[src/rtl/adc_spi_pkg.sv]
// Shared types and elaboration helpers for the multichannel ADC serial reader.
// The top module uses params_ok() to reject illegal parameter sets when the design is elaborated.
package adc_spi_pkg;

  typedef enum logic [1:0] {
    IDLE  = 2'd0,
    LEAD  = 2'd1,
    SHIFT = 2'd2,
    QUIET = 2'd3
  } state_t;

  // Minimum number of bits needed to hold the values 0..value-1 (never less than 1).
  function automatic int clog2(input int value);
    int r;
    r = 1;
    for (int i = 1; i < 31; i++) begin
      if ((1 << i) < value) r = i + 1;
    end
    return r;
  endfunction

  function automatic bit params_ok(input int n_ch, input int data_w, input int frame_clks,
                                   input int data_start, input int clk_div,
                                   input int cs_setup, input int cs_hold);
    return (n_ch >= 1) && (n_ch <= 8) && (data_w >= 1) && (data_w <= 24) &&
           (frame_clks >= 2) && (frame_clks <= 64) && (data_start >= 0) &&
           (data_start + data_w <= frame_clks) && (clk_div >= 1) &&
           (cs_setup >= 1) && (cs_hold >= 1);
  endfunction

endpackage

[src/rtl/adc_sdo_capture.sv]
// Serial-in/parallel-out capture for one ADC SDO line.
// data_next exposes the value the register will take, so the frame-final sample can be published without delay.
module adc_sdo_capture #(
  parameter int DATA_W = 12
) (
  input  logic              clk,
  input  logic              srst,
  input  logic              sample_en,
  input  logic              window_en,
  input  logic              sdo,
  output logic [DATA_W-1:0] data_next
);

  logic [DATA_W-1:0] shift_reg;

  generate
    if (DATA_W == 1) begin : g_single
      assign data_next = (sample_en && window_en) ? sdo : shift_reg;
    end else begin : g_multi
      assign data_next = (sample_en && window_en) ? {shift_reg[DATA_W-2:0], sdo} : shift_reg;
    end
  endgenerate

  always_ff @(posedge clk) begin
    if (srst) begin
      shift_reg <= '0;
    end else begin
      shift_reg <= data_next;
    end
  end

endmodule

[src/rtl/adc_spi_multich_rx.sv]
// Multichannel ADC serial reader: divided SCLK, N_CH parallel SDO captures, optional config word on SDI.
// Frames are started by an iSYNC rising edge or continuously while iAUTO is high.
module adc_spi_multich_rx
  import adc_spi_pkg::*;
#(
  parameter int N_CH       = 2,
  parameter int DATA_W     = 12,
  parameter int FRAME_CLKS = 32,
  parameter int DATA_START = 18,
  parameter int CLK_DIV    = 2,
  parameter int CS_SETUP   = 1,
  parameter int CS_HOLD    = 2,
  parameter logic [FRAME_CLKS-1:0] CFG_WORD = '0
) (
  input  logic                     iCLK,
  input  logic                     iRST,
  input  logic                     iSYNC,
  input  logic                     iAUTO,
  input  logic [N_CH-1:0]          iSDO,
  output logic                     oCS_n,
  output logic                     oCLK,
  output logic                     oSDI,
  output logic [N_CH*DATA_W-1:0]   odata,
  output logic                     oVALID,
  output logic                     oBUSY,
  output logic                     oOVERRUN
);

  localparam int CNT_MAX0 = (CLK_DIV > CS_SETUP) ? CLK_DIV : CS_SETUP;
  localparam int CNT_MAX  = (CNT_MAX0 > CS_HOLD) ? CNT_MAX0 : CS_HOLD;
  localparam int CNT_W    = clog2(CNT_MAX);
  localparam int PER_W    = clog2(FRAME_CLKS);

  generate
    if (!params_ok(N_CH, DATA_W, FRAME_CLKS, DATA_START, CLK_DIV, CS_SETUP, CS_HOLD)) begin : g_param_error
      $error("adc_spi_multich_rx: illegal parameter combination");
    end
  endgenerate

  state_t                  state_reg;
  logic [CNT_W-1:0]        cnt_reg;
  logic [PER_W-1:0]        period_reg;
  logic                    phase_reg;
  logic [FRAME_CLKS-1:0]   sdi_shift_reg;
  logic                    sync_q_reg;
  logic                    cs_n_reg;
  logic                    sclk_reg;
  logic                    sdi_reg;
  logic                    valid_reg;
  logic [N_CH*DATA_W-1:0]  odata_reg;
  logic [N_CH*DATA_W-1:0]  capture_next;

  logic sync_rise;
  logic start_req;
  logic sample_en;
  logic window_en;
  logic last_period;

  assign sync_rise   = iSYNC & ~sync_q_reg;
  assign start_req   = sync_rise | iAUTO;
  // Sampling happens on the cycle whose edge drives SCLK back low.
  assign sample_en   = (state_reg == SHIFT) && phase_reg && (cnt_reg == CNT_W'(CLK_DIV - 1));
  assign window_en   = (int'(period_reg) >= DATA_START) && (int'(period_reg) < DATA_START + DATA_W);
  assign last_period = (period_reg == PER_W'(FRAME_CLKS - 1));

  generate
    for (genvar gi = 0; gi < N_CH; gi++) begin : g_capture
      adc_sdo_capture #(
        .DATA_W(DATA_W)
      ) u_capture (
        .clk       (iCLK),
        .srst      (iRST),
        .sample_en (sample_en),
        .window_en (window_en),
        .sdo       (iSDO[gi]),
        .data_next (capture_next[gi*DATA_W +: DATA_W])
      );
    end
  endgenerate

  always_ff @(posedge iCLK) begin
    if (iRST) begin
      state_reg     <= IDLE;
      cnt_reg       <= '0;
      period_reg    <= '0;
      phase_reg     <= 1'b0;
      sdi_shift_reg <= '0;
      sync_q_reg    <= 1'b0;
      cs_n_reg      <= 1'b1;
      sclk_reg      <= 1'b0;
      sdi_reg       <= 1'b0;
      valid_reg     <= 1'b0;
      odata_reg     <= '0;
    end else begin
      sync_q_reg <= iSYNC;
      valid_reg  <= 1'b0;
      case (state_reg)
        IDLE: begin
          if (start_req) begin
            state_reg     <= LEAD;
            cnt_reg       <= '0;
            cs_n_reg      <= 1'b0;
            sdi_reg       <= CFG_WORD[FRAME_CLKS-1];
            sdi_shift_reg <= CFG_WORD << 1;
          end
        end
        LEAD: begin
          if (cnt_reg == CNT_W'(CS_SETUP - 1)) begin
            state_reg  <= SHIFT;
            cnt_reg    <= '0;
            phase_reg  <= 1'b0;
            period_reg <= '0;
          end else begin
            cnt_reg <= cnt_reg + CNT_W'(1);
          end
        end
        SHIFT: begin
          if (cnt_reg == CNT_W'(CLK_DIV - 1)) begin
            cnt_reg <= '0;
            if (!phase_reg) begin
              phase_reg <= 1'b1;
              sclk_reg  <= 1'b1;
            end else begin
              phase_reg <= 1'b0;
              sclk_reg  <= 1'b0;
              if (last_period) begin
                state_reg  <= QUIET;
                period_reg <= '0;
                cs_n_reg   <= 1'b1;
                sdi_reg    <= 1'b0;
                odata_reg  <= capture_next;
                valid_reg  <= 1'b1;
              end else begin
                // Next low phase begins: advance the config word one bit.
                period_reg    <= period_reg + PER_W'(1);
                sdi_reg       <= sdi_shift_reg[FRAME_CLKS-1];
                sdi_shift_reg <= sdi_shift_reg << 1;
              end
            end
          end else begin
            cnt_reg <= cnt_reg + CNT_W'(1);
          end
        end
        QUIET: begin
          if (cnt_reg == CNT_W'(CS_HOLD - 1)) begin
            state_reg <= IDLE;
            cnt_reg   <= '0;
          end else begin
            cnt_reg <= cnt_reg + CNT_W'(1);
          end
        end
        default: state_reg <= IDLE;
      endcase
    end
  end

  assign oCS_n    = cs_n_reg;
  assign oCLK     = sclk_reg;
  assign oSDI     = sdi_reg;
  assign odata    = odata_reg;
  assign oVALID   = valid_reg;
  assign oBUSY    = (state_reg != IDLE);
  // Requests that arrive while a frame is in flight are dropped and flagged.
  assign oOVERRUN = sync_rise & ~iAUTO & (state_reg != IDLE);

endmodule

[config.mk]
export PLATFORM = sky130hd
export DESIGN_NAME = adc_spi_multich_rx
export DESIGN_NICKNAME = d
export VERILOG_FILES = /design/src/rtl/adc_spi_pkg.sv /design/src/rtl/adc_sdo_capture.sv /design/src/rtl/adc_spi_multich_rx.sv
export SDC_FILE = /design/constraint.sdc
export NUM_CORES = 1
export LEC_CHECK = 0
export ABC_AREA = 1
export CAP_MARGIN = 20
export CORE_ASPECT_RATIO = 0.5
export CORE_MARGIN = 2
export CORE_UTILIZATION = 54
export DETAILED_ROUTE_END_ITERATION = 12
export PLACE_DENSITY = 0.78
export SETUP_SLACK_MARGIN = 0.5
export SLEW_MARGIN = 20
export SYNTH_ARGS = -nofsm -noshare
export SYNTH_HDL_FRONTEND = slang
export SYNTH_SLANG_ARGS = --single-unit
[constraint.sdc]
create_clock -name iCLK -period 2.6 [get_ports iCLK]
set_input_delay 0.26 -clock iCLK [delete_from_list [all_inputs] [get_ports iCLK]]
set_output_delay 0.26 -clock iCLK [all_outputs]
set_load 0.01 [all_outputs]
# Word-level counts from Yosys, hierarchy flattened
# Cells that the tools add are included.
totals:
  regBits: 94
  output_inout_bits: 30
  word_cells: 91
op_classes:
  add_sub_neg: 2
  n_lt_le_gt_ge: 2
  n_eq_ne: 11
  mux: 36
  bitwise_logic: 9
  n_reduce_logical: 18
op_table:
  columns: ["cell", "count"]
  rows:
  - ["two-way mux 32 bit", 4]
  - ["one-hot mux 32 bit (2 select lines)", 1]
  - ["two-way mux 12 bit", 2]
  - ["two-way mux 5 bit", 4]
  - ["inequality test 2 bit, second input constant", 7]
  - ["two-way mux 1 bit", 13]
  - ["two-way mux 2 bit", 6]
  - ["AND reduction 4 bit", 3]
  - ["one-hot mux 5 bit (2 select lines)", 1]
  - ["AND reduction 5 bit", 2]
  - ["one-hot mux 2 bit (4 select lines)", 1]
  - ["one-hot mux 1 bit (2 select lines)", 3]
  - ["AND reduction 6 bit", 1]
  - ["nonzero test 2 bit", 3]
  - ["adder 5 x 1 -> 5 bit, second input constant", 1]
  - ["equality test 5 bit, second input constant", 1]
  - ["greater-or-equal comparator 5 bit, second input constant", 1]
  - ["< comparator 5 bit, second input constant", 1]
  - ["NOT 1 bit", 5]
  - ["equality test 2 bit, second input constant", 2]
  - ["logical AND 1 bit", 4]
  - ["OR reduction 4 bit", 1]
  - ["AND 1 bit", 3]
  - ["one-hot mux 1 bit (3 select lines)", 1]
  - ["other kinds (7)", 7]

# Depth between registers and ports, before layout
# Gate-level depths: netlist of run 1.
depth:
  ltp_word: 5
  depth_mapped: 11
  ltp_nobuf: 11

# Hierarchy
# A second synthesis of run 1 with hierarchy kept.
hier_totals:
  cells_unflattened: 408
  hier_area_um2: 2944.1
modules_own_cells:
  columns: ["module", "instances", "cells_each", "area_per_inst_um2", "seq_area_each_um2"]
  rows:
  - ["adc_spi_multich_rx", 1, 228, 1650.3, 740.7]
  - ["adc_sdo_capture", 2, 90, 646.9, 240.2]

# Least setup slack after synthesis of run 1
# No wires, ideal clock.
synth_timing:
  path_type: "register to register"
  startpoint: "register period_reg[1]"
  endpoint: "register odata_reg[13], in the netlist odata[13]"
  setup_time_ps: 109
  t_arrival_ps: 1686
  required_time_ps: 2491
  slack_ps: 805
  path_stages_with_launch: 12
  period_less_slack_ps: 1795
  cell_sequence: "dfxtp_1 > ha_1 > inv_1 > nor3_1 > ha_1 > inv_1 > nor3_2 > buf_6 > buf_4 > nand3_1 > nand2_1 > inv_1"
synth_via:
  elab_chain_len: 4
synth_rtl:
  columns: ["element", "line_no", "rtl"]
  rows:
  - ["from (decl)", "adc_spi_multich_rx.sv:42", "logic [PER_W-1:0] period_reg;"]
  - ["from (signal assigned)", "adc_spi_multich_rx.sv:135", "period_reg <= period_reg + PER_W'(1);"]
  - ["greater-or-equal comparator 5 bit or < comparator 5 bit (tied branches)", "adc_spi_multich_rx.sv:63", "assign window_en = (int'(period_reg) >= DATA_START) && (int'(period_reg) < DATA_START + DATA_W);"]
  - ["logical AND 1 bit", "adc_spi_multich_rx.sv:63", null]
  - ["logical AND 1 bit", "adc_sdo_capture.sv:20", "assign data_next = (sample_en && window_en) ? {shift_reg[DATA_W-2:0], sdo} : shift_reg;"]
  - ["two-way mux 12 bit", "adc_sdo_capture.sv:20", null]
  - ["to (signal assigned)", "adc_spi_multich_rx.sv:131", "odata_reg <= capture_next;"]
  - ["to (decl)", "adc_spi_multich_rx.sv:50", "logic [N_CH*DATA_W-1:0] odata_reg;"]
# Parallel ways exist; a longest one is shown, timed or not.
# A chain may end at the register's enable or synchronous reset.

# Worst setup path in the final report of run 1
layout_timing:
  startpoint: "register state_reg[0]"
  endpoint: "output port oBUSY"
layout_via:
  elab_chain_len: 1
layout_rtl:
  columns: ["element", "line_no", "rtl"]
  rows:
  - ["from (decl)", "adc_spi_multich_rx.sv:40", "state_t state_reg;"]
  - ["from (signal assigned)", "adc_spi_multich_rx.sv:83", "state_reg <= IDLE;"]
  - ["from (signal assigned)", "adc_spi_multich_rx.sv:100", "state_reg <= LEAD;"]
  - ["from (signal assigned)", "adc_spi_multich_rx.sv:109", "state_reg <= SHIFT;"]
  - ["nonzero test 2 bit", "adc_spi_multich_rx.sv:162", "assign oBUSY = (state_reg != IDLE);"]
  - ["to (decl)", "adc_spi_multich_rx.sv:25", "output logic oBUSY,"]
# No other way between the ends.

==> flow_summary_export.csv, run 1 <==
group,metric,value,unit
final_layout,syn_to_final_growth,21.3,%
clock_network,max-clock-path-buffers,2,
hold_path,worstHoldPathCells,2,
critical_path,worst-path-max-fanout,4,
critical_path,worstReg2RegEnd,"odata[20]$_SDFFE_PP0P_",
synth,synth_fp_nets,398,
die,design.core.area,4910,um2
synth,synth.lib_cells_used.distinct,24,
die,start_util,56.1,%
clock_network,cts.hold.buffers_added,0,
final_layout,final_nets,428,
synth,synth-warning-count,0,
die,pin_count,36,
hold_path,worst_hold_path.endpoint,"period_reg[4]$_SDFFE_PP0P_",
critical_path,critical_path.n_buffers_inverters,3,
power,intPower,1.61,mW
drt,met3RoutedLength,318,um
power,power.sequential.fraction,43.1,%
drt,wl_met1,2770,um
die,die_x,105,um
final_layout,insertedDiodeCount,0,
synth,synth.ff_latch_count,61,
critical_path,critPathLaunchType,"flip-flop",
critical_path,worst_path_dominant_cell_family,"buffers and inverters",
sta,setup_viol_count_final,0,
sta,post-route-period-util,76.4,%
clock_network,tritoncts,"built",
placement,placement.io_buffers,34,
flow_run,drv.max_cap_violation_count,0,
clock_network,clock_insertion_delay_worst_skew,0.35,ns
power,p_sw,755,uW
die,placementRows,18,
synth,synth_simple_gate_area_share,34.2,%
clock_network,post_cts.repair.setup_buffers,0,
sta,report.final.slew_viol_count,0,
final_layout,layout.filler_cells,411,
power,share_comb_of_total_power,21.2,%
critical_path,cp_slowest_cell,"sky130_fd_sc_hd__clkdlybuf4s50_1",
synth,synth_sequential_area_ratio,44.3,%
final_layout,layout-drive-gt1-share,7.89,%
final_layout,most_common_cell_after_layout_fill_and_taps_aside,"sky130_fd_sc_hd__nor2_1",
critical_path,critical_path.cell_chain,"inv_1 > ha_1 > inv_1 > clkdlybuf4s50_1",
drt,1st_pass_router_iterations,4,
sta,finalHoldViolations,0,
grt,grtUsageTotal,21.8,%
final_layout,multi_input_comb_area,1240,um2
power,switching_share,31.9,%
sta,timing.final.crit_period,1.99,ns
critical_path,reg2reg_depth,10,
drt,routed_wl,5870,um
clock_network,cts-buffers-inserted,9,
grt,global_route.overflow_total,0,
drt,routed.top_layer,"met4",
clock_network,clkSinkCount,61,
drt,detail_route.iter0.violations,86,
synth,syn-mean-instance-area,7.19,um2
critical_path,slowest_delay,0.56,ns
synth,synth-compound-area-share,6.22,%
critical_path,critical_path_required,2.34,ns
clock_network,htree_levels,3,
final_layout,mostFrequentLayoutCells,"75 x sky130_fd_sc_hd__nor2_1, 69 x sky130_fd_sc_hd__nand2_1, 60 x sky130_fd_sc_hd__dfxtp_1, 44 x sky130_fd_sc_hd__inv_1",
sta,rsz_0062_raised_after_global_routing,"no",
hold_path,worst_min_delay_path_category,"in2reg",
placement,place.gp.congestion,0.822,
grt,grt_first_pass_wirelength,9560,um
synth,postSynthCellCount,383,
critical_path,crit-reg2reg-launch,"period_reg[0]$_SDFFE_PP0P_",
grt,grt_pass1_vias,2213,
clock_network,cts_root_buffer,"sky130_fd_sc_hd__clkbuf_8",
drt,num_vias,2460,
drt,vias_per_cell,5.04,
synth,synth_top_family_by_area,"simple AND/OR/NAND/NOR gates",
grt,pin_count_of_the_biggest_net_entering_global_routing,49,
drt,drc,0,
final_layout,seq_area,1220,um2
hold_path,holdCritStartpoint,"iRST",
sta,clock_skew,0.00933,ns
die,die_area,5720,um2
critical_path,cp_common_cell,"sky130_fd_sc_hd__inv_1",
critical_path,rrSetupSlack,0.71,ns
die,floorplan.die.height,54.5,um
drt,antenna_left,0,
drt,drt-wirelength-per-cell,12.0,um
grt,antenna_found_initial,0,
sta,setup-tns-final,0,ns
power,p_leak,1.46,nW
drt,met2RoutedLength,2750,um
synth,post_synth_xor_area_fraction,0,%
placement,post-dp-hpwl,3720,um
power,cellPowerDensity,708,nW/um2
critical_path,crit_path_kind,"reg2out",
power,vdd_ir_drop_max,0.458,mV
synth,synth_fa_ha_area_share,4.09,%
clock_network,cts_resized,0,
final_layout,finish.utilization,68.0,%
clock_network,cts.reportedPaths.clkPinSlew,0.06,ns
synth,synthMuxAreaShare,0,%
critical_path,crit_path_end_kind,"output pin",
synth,post_synth_instance_area,2760,um2
critical_path,critPathArrivalTime,1.73,ns
power,clockPowerShare,35.7,%
sta,fmaxAchievable,0.504,GHz
status,result_of_the_run,"finished clean",
cells in the mapped netlist (all sizes together):
library cell / instances / share of area (%)
buf: 14 / 3.8
inv: 46 / 6.3
nor2: 76 / 11
conb: 1 / 0.14
a21oi: 27 / 4.9
dfxtp: 61 / 44
o21ai: 6 / 1.1
o22ai: 1 / 0.23
ha: 9 / 4.1
clkbuf: 7 / 0.95
nand3: 35 / 7.2
nand3b: 1 / 0.27
nand2: 69 / 9.4
nand4: 25 / 5.7
nor3: 5 / 1.1
power by group through the flow:
stage          Sequential (mW)  Clock [mW]  Combinational (mW)
6_report                  1.02       0.844               0.501
5_1_grt                   1.03       0.915               0.557
4_1_cts                   1.02       0.865               0.493
3_5_place_dp              1.04           0               0.491
3_3_place_gp              1.03           0               0.476
2_1_floorplan             1.03           0               0.354
area by class of cell:
type / instances / area share [%]
Inverter: 46 / 5.17
Sequential cell: 61 / 36.6
Tap cell: 70 / 2.62
Timing Repair Buffer: 40 / 12.4
Multi-Input combinational cell: 255 / 37.3
Clock buffer: 10 / 4.12
Clock inverter: 6 / 1.87
per-layer routing:
metal  global-route usage [%]  vias up
met4                     6.67        0
met1                     25.1     1119
li1                         -     1285
met5                        0        -
met3                     10.4        4
met2                     37.4       52
cells by family (layout without fill, tap and decap cells):
family	count (synthesis)	after routing
AOI/OAI and AO/OA	34	34
and+or+nand+nor	211	211
other	1	1
adders and majority gates	9	9
buffers and inverters	67	102
DFF	61	61
worst register-to-register path, stage by stage (launching register included):
cell and delay [ns]:
sky130_fd_sc_hd__dfxtp_1 0.39, sky130_fd_sc_hd__ha_1 0.19, sky130_fd_sc_hd__inv_1 0.06, sky130_fd_sc_hd__nor3_2 0.14, sky130_fd_sc_hd__ha_1 0.17, sky130_fd_sc_hd__inv_1 0.07, sky130_fd_sc_hd__nor3_4 0.31, sky130_fd_sc_hd__clkbuf_16 0.26
sky130_fd_sc_hd__nand3_1 0.10, sky130_fd_sc_hd__nand2_1 0.07, sky130_fd_sc_hd__inv_1 0.03
how the worst max path moves through the flow:
stage	start	end	slack, ns	cells past startpoint
global route	state_reg[0]$_SDFFE_PP0P_	oBUSY	0.53	4
finish	state_reg[0]$_SDFFE_PP0P_	oBUSY	0.61	4
CTS	state_reg[1]$_SDFFE_PP0P_	oOVERRUN	0.51	4
global placement	period_reg[1]$_SDFFE_PP0P_	odata[13]$_SDFFE_PP0P_	0.74	10
detailed placement	period_reg[1]$_SDFFE_PP0P_	odata[20]$_SDFFE_PP0P_	0.67	10
floorplan	period_reg[1]$_SDFFE_PP0P_	odata[13]$_SDFFE_PP0P_	0.81	11
metrics by stage:
step	power [mW]	worst slack, ns	cell area (um2)	hold slack [ns]	instances
2_1_floorplan	1.39	0.805	2760	0.367	383
3_3_place_gp	1.51	0.741	3100	0.447	471
3_5_place_dp	1.53	0.666	3100	0.462	471
4_1_cts	2.38	0.511	3300	0.137	487
5_1_grt	2.50	0.530	3340	0.148	488
6_report	2.36	0.615	3340	0.160	488
(Power assumes the default switching activity.)
==> inputs of run 2 (changes only) <==
==> constraint.sdc (replaced) <==
create_clock -name iCLK -period 2.01 [get_ports iCLK]
set_input_delay 0.201 -clock iCLK [delete_from_list [all_inputs] [get_ports iCLK]]
set_output_delay 0.201 -clock iCLK [all_outputs]
set_load 0.01 [all_outputs]
==> flow_summary_export.csv, run 2 (synthesis gave the netlist of run 1 again) <==
group,metric,value,unit
status,result_of_the_run,"finished clean",
die,design.core.area,4910,um2
sta,rsz_0062_raised_after_global_routing,"yes",
critical_path,cp_slowest_cell,"sky130_fd_sc_hd__dfxtp_4",
drt,routed_wl,8570,um
drt,1st_pass_router_iterations,5,
hold_path,worst_min_delay_path_category,"in2reg",
flow_run,drv.max_cap_violation_count,0,
power,vdd_ir_drop_max,0.830,mV
clock_network,htree_levels,3,
drt,vias_per_cell,5.62,
drt,detail_route.iter0.violations,379,
critical_path,critPathArrivalTime,2.18,ns
sta,fmaxAchievable,0.529,GHz
clock_network,clkSinkCount,61,
final_layout,mostFrequentLayoutCells,"64 x sky130_fd_sc_hd__nor2_1, 56 x sky130_fd_sc_hd__nand2_1, 55 x sky130_fd_sc_hd__dfxtp_1, 38 x sky130_fd_sc_hd__inv_1, 31 x sky130_fd_sc_hd__clkdlybuf4s50_1",
drt,antenna_left,0,
critical_path,critPathLaunchType,"flip-flop",
drt,num_vias,2947,
grt,antenna_found_initial,0,
die,die_x,105,um
critical_path,worst-path-max-fanout,6,
grt,grt_pass1_vias,2408,
drt,drc,0,
drt,drt-wirelength-per-cell,16.4,um
drt,routed.top_layer,"met4",
power,cellPowerDensity,902,nW/um2
placement,place.detailed.instances,472,
critical_path,crit_path_kind,"reg2reg",
clock_network,clock_insertion_delay_worst_skew,0.35,ns
critical_path,slowest_delay,0.36,ns
final_layout,design_area,3980,um2
die,floorplan.die.height,54.5,um
critical_path,critical_path_required,2.30,ns
clock_network,cts_root_buffer,"sky130_fd_sc_hd__clkbuf_8",
clock_network,tritoncts,"built",
sta,setup_viol_count_final,0,
placement,placedInstanceArea,3150,um2
placement,post-dp-hpwl,3840,um
clock_network,cts.reportedPaths.clkPinSlew,0.06,ns
final_layout,syn_to_final_growth,44.5,%
grt,grtUsageTotal,24.3,%
sta,timing.final.crit_period,1.89,ns
final_layout,final_nets,465,
grt,pin_count_of_the_biggest_net_entering_global_routing,46,
clock_network,cts-buffers-inserted,9,
sta,clock_skew,0.00713,ns
grt,grt_first_pass_wirelength,10700,um
die,placementRows,18,
sta,worst_slew_pin_slew,0.504,ns
drt,met3RoutedLength,930,um
critical_path,crit_path_end_kind,"flip-flop",
clock_network,cts.hold.buffers_added,0,
grt,global_route.overflow_total,0,
final_layout,layout-drive-gt1-share,26.0,%
drt,met2RoutedLength,4000,um
final_layout,most_common_cell_after_layout_fill_and_taps_aside,"sky130_fd_sc_hd__nor2_1",
die,pin_count,36,
sta,finalHoldViolations,0,
die,start_util,56.1,%
sta,post-route-period-util,94.0,%
final_layout,instances_no_fill,524,
drt,wl_met1,3350,um
placement,place.gp.congestion,0.797,
sta,setup-tns-final,0,ns
final_layout,insertedDiodeCount,0,
power,p_leak,1.70,nW
sta,report.final.slew_viol_count,0,
clock_network,max-clock-path-buffers,2,
critical_path,critical_path.cell_chain,"ha_4 > inv_4 > nor3_4 > ha_2 > inv_2 > nor3_4 > buf_6 > clkbuf_16 > nor2_1 > nor2_1 > nand2_1 > inv_1",
die,die_area,5720,um2
sta,relSlewSlack,66.4,%
placement,placement.io_buffers,34,
-- run 2: critical path: cells and delay by family, from the launching register on --
kind          cells  cell delay [ns]
simple gates      5             0.59
fa+ha+maj         2             0.35
buf+inv           5             0.52
flops             1             0.36
-- run 2: layer usage --
metal	track usage, %	up-vias
met1	29.0	1341
met4	10.0	0
met3	7.98	47
met2	42.0	184
met5	0	-
li1	-	1375
-- run 2: area by class of cell --
cell class                 count  area (um2)
timing repair buffer          74         802
tap                           70        87.6
multi-input combinational    258        1470
fill                         285         930
inverter                      46         180
clock inverter                 4        46.3
clock buffer                  11         151
sequential                    61        1240
-- run 2: through the flow --
stage	power, mW	setup slack [ns]	hold slack [ns]	utilization [%]
detailed placement	2.01	0.176	0.457	64.2
CTS	3.20	0.259	0.184	71.8
global route	3.74	0.0466	0.189	81.1
finish	3.59	0.121	0.184	81.1
floorplan	1.83	0.397	0.308	-
global placement	1.96	0.248	0.448	64.2
-- run 2: path summary, 6_finish.rpt --
kind / startpoint / end / slack (ns) / depth (start not counted)
max: period_reg[1]$_SDFFE_PP0P_ / odata[16]$_SDFFE_PP0P_ / 0.12 / 12
min: iRST / sync_q_reg$_SDFF_PP0_ / 0.18 / 2
max reg2reg: period_reg[1]$_SDFFE_PP0P_ / odata[16]$_SDFFE_PP0P_ / 0.12 / 12
min reg2reg: oCS_n$_SDFFE_PP1P_ / oCS_n$_SDFFE_PP1P_ / 0.48 / 2
-- run 2: report_power, final --
part | leakage [nW] | switching (mW) | internal (mW)
Sequential | 0.497 | 0.0570 | 1.28
Combinational | 1.10 | 0.661 | 0.483
Clock | 0.106 | 0.484 | 0.629
Total | 1.70 | 1.20 | 2.39
-- run 2: repair_timing --
action / in CTS / in global routing
endpoints found under the setup margin: 58 / 58
resized for setup: 28 / 53
pin swaps: 5 / 28
gates cloned: 3 / 7
setup buffers: 6 / 21
